### src/rtl/gts_ack_if.sv
// gts_ack_if: inducer/reporter signal bundle for the gts_ack toggle switch.
//   IPTG : set request from the stimulus source (may be asynchronous to clk)
//   aTc  : clear request from the stimulus source (may be asynchronous to clk)
//   GFP  : registered toggle state, 1 = on
//   ack  : registered acknowledge of a completed request
// Modports:
//   master : stimulus side (drives IPTG/aTc, observes GFP/ack)
//   slave  : switch side (gts_ack)
interface gts_ack_if;
  logic IPTG;
  logic aTc;
  logic GFP;
  logic ack;

  modport master (
    output IPTG,
    output aTc,
    input  GFP,
    input  ack
  );

  modport slave (
    input  IPTG,
    input  aTc,
    output GFP,
    output ack
  );
endinterface

### src/rtl/gts_ack.sv
// gts_ack: synchronous genetic toggle switch with a four-phase acknowledge handshake.
// An IPTG request sets GFP, an aTc request clears it. A request must be held, alone, for the
// settling time; the result is then registered together with ack, and ack is held until
// both inducers are withdrawn.
// Ports:
//   clk   : rising-edge clock
//   rst_n : asynchronous active-low reset (GFP=0, ack=0, FSM idle, counter and syncs cleared)
//   bus   : gts_ack_if.slave (IPTG, aTc in; GFP, ack out)
// Parameter:
//   SETTLE_CYCLES : settling delay in cycles after a valid request is seen, 1..255
// Build option:
//   GTS_ACK_SYNC_EN : when defined, IPTG and aTc pass through two-flop synchronizers
//                     (adds two cycles of latency); otherwise inputs must be synchronous.
module gts_ack #(
  parameter int unsigned SETTLE_CYCLES = 4
) (
  input logic       clk,
  input logic       rst_n,
  gts_ack_if.slave  bus
);

  localparam int unsigned CntW = $clog2(SETTLE_CYCLES + 1);
  localparam logic [CntW-1:0] CntLoad = CntW'(SETTLE_CYCLES - 1);

  typedef enum logic [1:0] {
    StIdle,
    StSettle,
    StAck
  } state_e;

  // Qualified requests seen by the FSM.
  logic iptg_s;
  logic atc_s;

`ifdef GTS_ACK_SYNC_EN
  logic [1:0] iptg_sync_q, iptg_sync_d;
  logic [1:0] atc_sync_q, atc_sync_d;

  always_comb begin
    iptg_sync_d = {iptg_sync_q[0], bus.IPTG};
    atc_sync_d  = {atc_sync_q[0], bus.aTc};
  end

  always_ff @(posedge clk or negedge rst_n) begin
    if (!rst_n) begin
      iptg_sync_q <= 2'b00;
      atc_sync_q  <= 2'b00;
    end else begin
      iptg_sync_q <= iptg_sync_d;
      atc_sync_q  <= atc_sync_d;
    end
  end

  assign iptg_s = iptg_sync_q[1];
  assign atc_s  = atc_sync_q[1];
`else
  assign iptg_s = bus.IPTG;
  assign atc_s  = bus.aTc;
`endif

  state_e          state_q, state_d;
  logic [CntW-1:0] cnt_q, cnt_d;
  logic            req_set_q, req_set_d;  // 1: pending request is IPTG, 0: aTc
  logic            gfp_q, gfp_d;
  logic            ack_q, ack_d;

  // Recorded request still held and the opposing inducer absent.
  logic req_hold;
  assign req_hold = req_set_q ? (iptg_s && !atc_s) : (atc_s && !iptg_s);

  always_comb begin
    state_d   = state_q;
    cnt_d     = cnt_q;
    req_set_d = req_set_q;
    gfp_d     = gfp_q;
    ack_d     = ack_q;

    case (state_q)
      StIdle: begin
        // Exactly one inducer present starts a request; conflicting or no input is ignored.
        if (iptg_s ^ atc_s) begin
          req_set_d = iptg_s;
          cnt_d     = CntLoad;
          state_d   = StSettle;
        end
      end

      StSettle: begin
        if (!req_hold) begin
          // Request withdrawn or contradicted before settling: drop it, state untouched.
          state_d = StIdle;
        end else if (cnt_q == '0) begin
          gfp_d   = req_set_q;
          ack_d   = 1'b1;
          state_d = StAck;
        end else begin
          cnt_d = cnt_q - CntW'(1);
        end
      end

      StAck: begin
        // Any inducer still present keeps the handshake open; new requests are ignored.
        if (!iptg_s && !atc_s) begin
          ack_d   = 1'b0;
          state_d = StIdle;
        end
      end

      default: begin
        state_d = StIdle;
        ack_d   = 1'b0;
      end
    endcase
  end

  always_ff @(posedge clk or negedge rst_n) begin
    if (!rst_n) begin
      state_q   <= StIdle;
      cnt_q     <= '0;
      req_set_q <= 1'b0;
      gfp_q     <= 1'b0;
      ack_q     <= 1'b0;
    end else begin
      state_q   <= state_d;
      cnt_q     <= cnt_d;
      req_set_q <= req_set_d;
      gfp_q     <= gfp_d;
      ack_q     <= ack_d;
    end
  end

  assign bus.GFP = gfp_q;
  assign bus.ack = ack_q;

endmodule

### src/flat_wrapper.sv
// flat-port wrapper written by rule: the top's interface ports become plain ports
module gts_ack_flat 
#(
  parameter int unsigned SETTLE_CYCLES = 4
)
  (clk, rst_n, bus_IPTG, bus_aTc, bus_GFP, bus_ack);
  gts_ack_if bus_i ();
  input logic clk;
  input logic rst_n;
  input wire logic [$bits(bus_i.IPTG)-1:0] bus_IPTG;
  input wire logic [$bits(bus_i.aTc)-1:0] bus_aTc;
  output wire logic [$bits(bus_i.GFP)-1:0] bus_GFP;
  output wire logic [$bits(bus_i.ack)-1:0] bus_ack;
  assign bus_i.IPTG = bus_IPTG;
  assign bus_i.aTc = bus_aTc;
  assign bus_GFP = bus_i.GFP;
  assign bus_ack = bus_i.ack;
  gts_ack #(.SETTLE_CYCLES(SETTLE_CYCLES)) u_core (.clk(clk), .rst_n(rst_n), .bus(bus_i));
endmodule
### config.mk
export PLATFORM = sky130hd
export DESIGN_NAME = gts_ack_flat
export DESIGN_NICKNAME = d
export VERILOG_FILES = /design/src/rtl/gts_ack_if.sv /design/src/rtl/gts_ack.sv /design/src/flat_wrapper.sv
export SDC_FILE = /design/constraint.sdc
export NUM_CORES = 1
export LEC_CHECK = 0
export BUFFER_PORTS_ARGS = -buffer_cell sky130_fd_sc_hd__buf_2
export CAP_MARGIN = 20
export CORE_AREA = 4 4 41 43
export DETAILED_ROUTE_END_ITERATION = 10
export DIE_AREA = 0 0 45 47
export PLACE_DENSITY = 0.64
export RECOVER_POWER = 25
export SYNTH_ARGS = -nofsm -noshare
export SYNTH_HDL_FRONTEND = slang
export SYNTH_SLANG_ARGS = --single-unit
export TNS_END_PERCENT = 1
### constraint.sdc
create_clock -name clk -period 1.52 [get_ports clk]
set_input_delay 0.076 -clock clk [delete_from_list [all_inputs] [get_ports clk]]
set_output_delay 0.076 -clock clk [all_outputs]
set_load 0.03 [all_outputs]
# Yosys cells after proc, flatten, opt, wreduce, memory -nomap -nowiden
# Index checks and enable logic that the tools add are counted.
[word_totals] inputBits=4 register_bits=8
[op_classes] eq_ne=8 n_addsub=1 n_reduce_logical=13 n_mux=14 bitwise_logic=2
[op_table] operator="$mux W3" count=3
[op_table] operator="$mux W2" count=4
[op_table] operator="$ne A2 B1 Y1 const B" count=4
[op_table] operator="$reduce_and A4 Y1" count=2
[op_table] operator="$pmux W2 S3" count=1
[op_table] operator="$pmux W3 S2" count=1
[op_table] operator="$reduce_and A3 Y1" count=2
[op_table] operator="$mux W1" count=4
[op_table] operator="$logic_and A1 B1 Y1" count=3
[op_table] operator="$logic_not A3 Y1" count=1
[op_table] operator="$ne A3 B3 Y1 const B" count=1
[op_table] operator="$pmux W1 S3" count=1
[op_table] operator="$sub A3 B1 Y3 const B" count=1
[op_table] operator="$eq A2 B1 Y1 const B" count=1
[op_table] operator="$eq A2 B2 Y1 const B" count=1
[op_table] operator="$logic_not A1 Y1" count=2
[op_table] operator="$logic_not A2 Y1" count=1
[op_table] operator="$ne A2 B2 Y1 const B" count=1
[op_table] operator="$reduce_and A2 Y1" count=1
[op_table] operator="$reduce_bool A2 Y1" count=1
[op_table] operator="$not A1 Y1" count=1
[op_table] operator="$xor A1 B1 Y1" count=1

# Longest topological paths before layout
[depth] ltp_word=5 depth_mapped=5 depth_no_buf=5

# Least setup slack after synthesis
# No wires, ideal clock.
[synth_path] path_kind="flip-flop to flip-flop" startpoint="register u_core.cnt_q[0]" endpoint="register u_core.cnt_q[2]" slack_ns=-0.057 required_ns=1.393 arrival_time_ns=1.450 synth_period_minus_slack_ns=1.577 stages_incl_launch_ff=6 cell_sequence="dfrtp_1 -> inv_1 -> ha_1 -> ha_1 -> or4b_4 -> mux2i_1"
[synth_between] elab_chain_len=4
[synth_lines] item="from (decl)" line="gts_ack.sv:62" text="logic [CntW-1:0] cnt_q, cnt_d;"
[synth_lines] item="from (signal assigned)" line="gts_ack.sv:125" text="cnt_q <= cnt_d;"
[synth_lines] item="$sub A3 B1 Y3" line="gts_ack.sv:97" text="cnt_d = cnt_q - CntW'(1);"
[synth_lines] item="$mux W3" line="gts_ack.sv:92" text="end else if (cnt_q == '0) begin"
[synth_lines] item="$mux W3" line="gts_ack.sv:89" text="if (!req_hold) begin"
[synth_lines] item="$pmux W3 S2" line="gts_ack.sv:78" text="case (state_q)"
# Parallel ways exist; a longest one is shown, timed or not. The select of a mux whose other input is x is not followed.
# A chain may end at the register's enable or synchronous reset.

# Worst setup path in the final report
[layout_path] startpoint="register u_core.cnt_q[0]" endpoint="register u_core.cnt_q[1]"
# The elaborated chain is that of the path after synthesis.

==> results.ini <==
[synthesis]
avgSynthCellArea_um2=11.0
synthSimpleGateAreaFrac_pct=16.0
syn_inst=42
synth_xor_area_share_pct=0
synth_fp_nets=51
synth_fa_ha_area_share_pct=13.6
yosysWarnings=0
synth_compound_area_share_pct=9.76
synth_top_family_by_area=simple AND/OR/NAND/NOR gates
synthTopCellsByArea=dfrtp_1, ha_1, inv_1
yosys.area.top_type=dfrtp_1
seq_area_frac_synth_pct=43.4
yosysTopAreaCellShare_pct=43.4
synth_mux_area_share_pct=12.5
ys_types=18
ys_ff_latch=8
synth_area_um2=462

[timing]
relSlewSlack_pct=70.1
fmax_mhz=659
final-hold-violation-count=0
slew_violations=0
finClkSkew_ns=0.00223
rsz0062_at_grt=true
finalSetupViolations=0
hold_ws_ns=0.0883
fin_crit_sh_pct=99.8
worst_pin_slew_ns=0.448
min_period_ns=1.52

[floorplan]
io_pins=6
start_util_pct=35.5
die_h_um=47
dieArea_mm2=0.00212
row_count=13
core_area_mm2=0.00130
die_w_um=45

[cts]
cts_tree=done
post_cts_buffers=0
htreeDepth=1
cts_sinks=8
cts_buffer_depth=2
cts-root-buf=clkbuf_4
numCtsBuffers=3
clk_latency_ns=0.25
clkTransAtPathRegs_ns=0.05

[critical_path]
critical_path.top_delay_family=simple AND/OR/NAND/NOR gates
worstPathArrival_ns=1.65
path_class=reg -> reg
cp_slowest_cell=or4b_4
cp_cell_sequence=inv_2, ha_4, ha_4, or4b_4, mux2i_1
ff2ff_path_depth=5
worst_setup_path_end_kind=flop
path_buf_inv=1
crit_path_frequent_cell=ha_4
timing.rr.end=u_core.cnt_q[1]
reg2reg_from=u_core.cnt_q[0]
cp_max_fo=5
rrSetupSlack_ns=0.003
start_kind=flop
max_stage_delay_ns=0.53
critPathRequiredTime_ns=1.65

[global_routing]
grt_pass1_vias=310
grt_overflow=0
grt_start_max_net_pins=9
grt_usage_pct=9.17
grt_pass1_wl_um=1350
antenna_found_initial=0

[flow_run]
maxCapViolations=0

[placement]
hpwl_um=560
placed_area_um2=526
gp_congestion=0.653
numPortBuffers=5

[cells_and_area]
mostFrequentLayoutCells=dfrtp_1, inv_1, buf_2
drive_gt1_share_pct=32.1
layout_commonest_cell=dfrtp_1
fillers=140
antenna_cells=0
finalNetCount=64
final_area_um2=577
synthToLayoutAreaGrowth_pct=24.9

[detailed_routing]
avgRoutedWirePerCell_um=11.3
vias=313
wirelength_um=769
ant_nets=0
drc=0
viasPerCell=4.60
drt_iter0_markers=2
first_pass_iters=2

[power]
power.density_mw_per_mm2=1330
peakVddDrop_mv=0.762
fin_total_pwr_mw=0.766
leakage_nw=0.306

[min_path]
min_path_type=in -> reg
hold_path_end=u_core.req_set_q
min_from=bus_IPTG
whs_path_depth=2

[outcome]
status=finished, final reports clean

-- flip-flops by register name, summed over array words and instances, names as in the netlist --
name              count
u_core.bus.GFP        1
u_core.bus.ack        1
u_core.cnt_q          3
u_core.state_q        2
u_core.req_set_q      1
-- Yosys cell counts --
cell type / number
nand4b_1: 1
nor2_1: 3
nor3b_1: 1
a21o_1: 2
mux2_4: 1
mux2i_1: 2
nand2b_1: 1
o311a_1: 1
nand3b_1: 1
mux2_2: 2
o21ai_0: 3
dfrtp_1: 8
nor2b_1: 2
a21oi_1: 1
inv_1: 6
or4b_4: 1
ha_1: 5
and3_1: 1
-- worst max path at each step --
| stage | start | to | depth (start not counted) |
|---|---|---|---|
| 2_1_floorplan | u_core.cnt_q[0] | u_core.cnt_q[2] | 5 |
| 3_3_place_gp | u_core.cnt_q[0] | u_core.cnt_q[2] | 5 |
| 3_5_place_dp | u_core.cnt_q[0] | u_core.cnt_q[1] | 5 |
| 4_1_cts | u_core.cnt_q[1] | u_core.cnt_q[1] | 5 |
| 5_1_grt | u_core.cnt_q[0] | u_core.cnt_q[1] | 5 |
| 6_report | u_core.cnt_q[0] | u_core.cnt_q[1] | 5 |
-- final cells by class --
cell class / count / area (um^2) / area share, %
inverter: 6 / 22.5 / 3.90
sequential: 8 / 200 / 34.7
tap: 15 / 18.8 / 3.25
timing repair buffer: 8 / 48.8 / 8.46
multi-input combinational: 28 / 264 / 45.8
clock buffer: 3 / 22.5 / 3.90
-- layer usage --
layer  GRT usage [%]  wire length (um)  share of wire (%)
met1            11.4               391                 51
met2            13.6               346                 45
met3            2.30                32                4.2
met4            7.02                 0                  0
met5               0                 0                  0
-- cells by family (layout without fill, tap and decap cells) --
| kind of cell | count (synthesis) | after routing |
|---|---|---|
| AO/OA/AOI/OAI | 7 | 7 |
| adder cells (fa/ha/maj) | 5 | 5 |
| buffers and inverters | 6 | 17 |
| flip-flops | 8 | 8 |
| multiplexers | 5 | 5 |
| AND/OR/NAND/NOR | 11 | 11 |
-- power by group --
group / switching [mW] / leakage (nW) / total, mW / internal, mW
combinational: 0.138 / 0.194 / 0.282 / 0.144
clock: 0.0709 / 0.0138 / 0.161 / 0.0903
sequential: 0.0500 / 0.0983 / 0.323 / 0.273
-- per-stage QoR --
stage | TNS, ns | utilization (%) | worst slack (ns) | std cells
floorplan | 0 | - | 0.00170 | 42
global placement | -0.0313 | 40.4 | -0.0159 | 64
detailed placement | -0.0543 | 40.4 | -0.0294 | 64
CTS | -0.0546 | 43.7 | -0.0294 | 68
global route | -0.0843 | 44.3 | -0.0465 | 68
finish | 0 | 44.3 | 0.00345 | 68
-- what timing repair did --
action | 4_1_cts | 5_1_grt
hold buffers | 1 | 0
gates resized for setup | 1 | 3
setup endpoints to repair | 2 | 2
pin swaps | 3 | 2
hold endpoints to repair | 8 | 0
No activity file was read; power rests on OpenSTA's default activity.
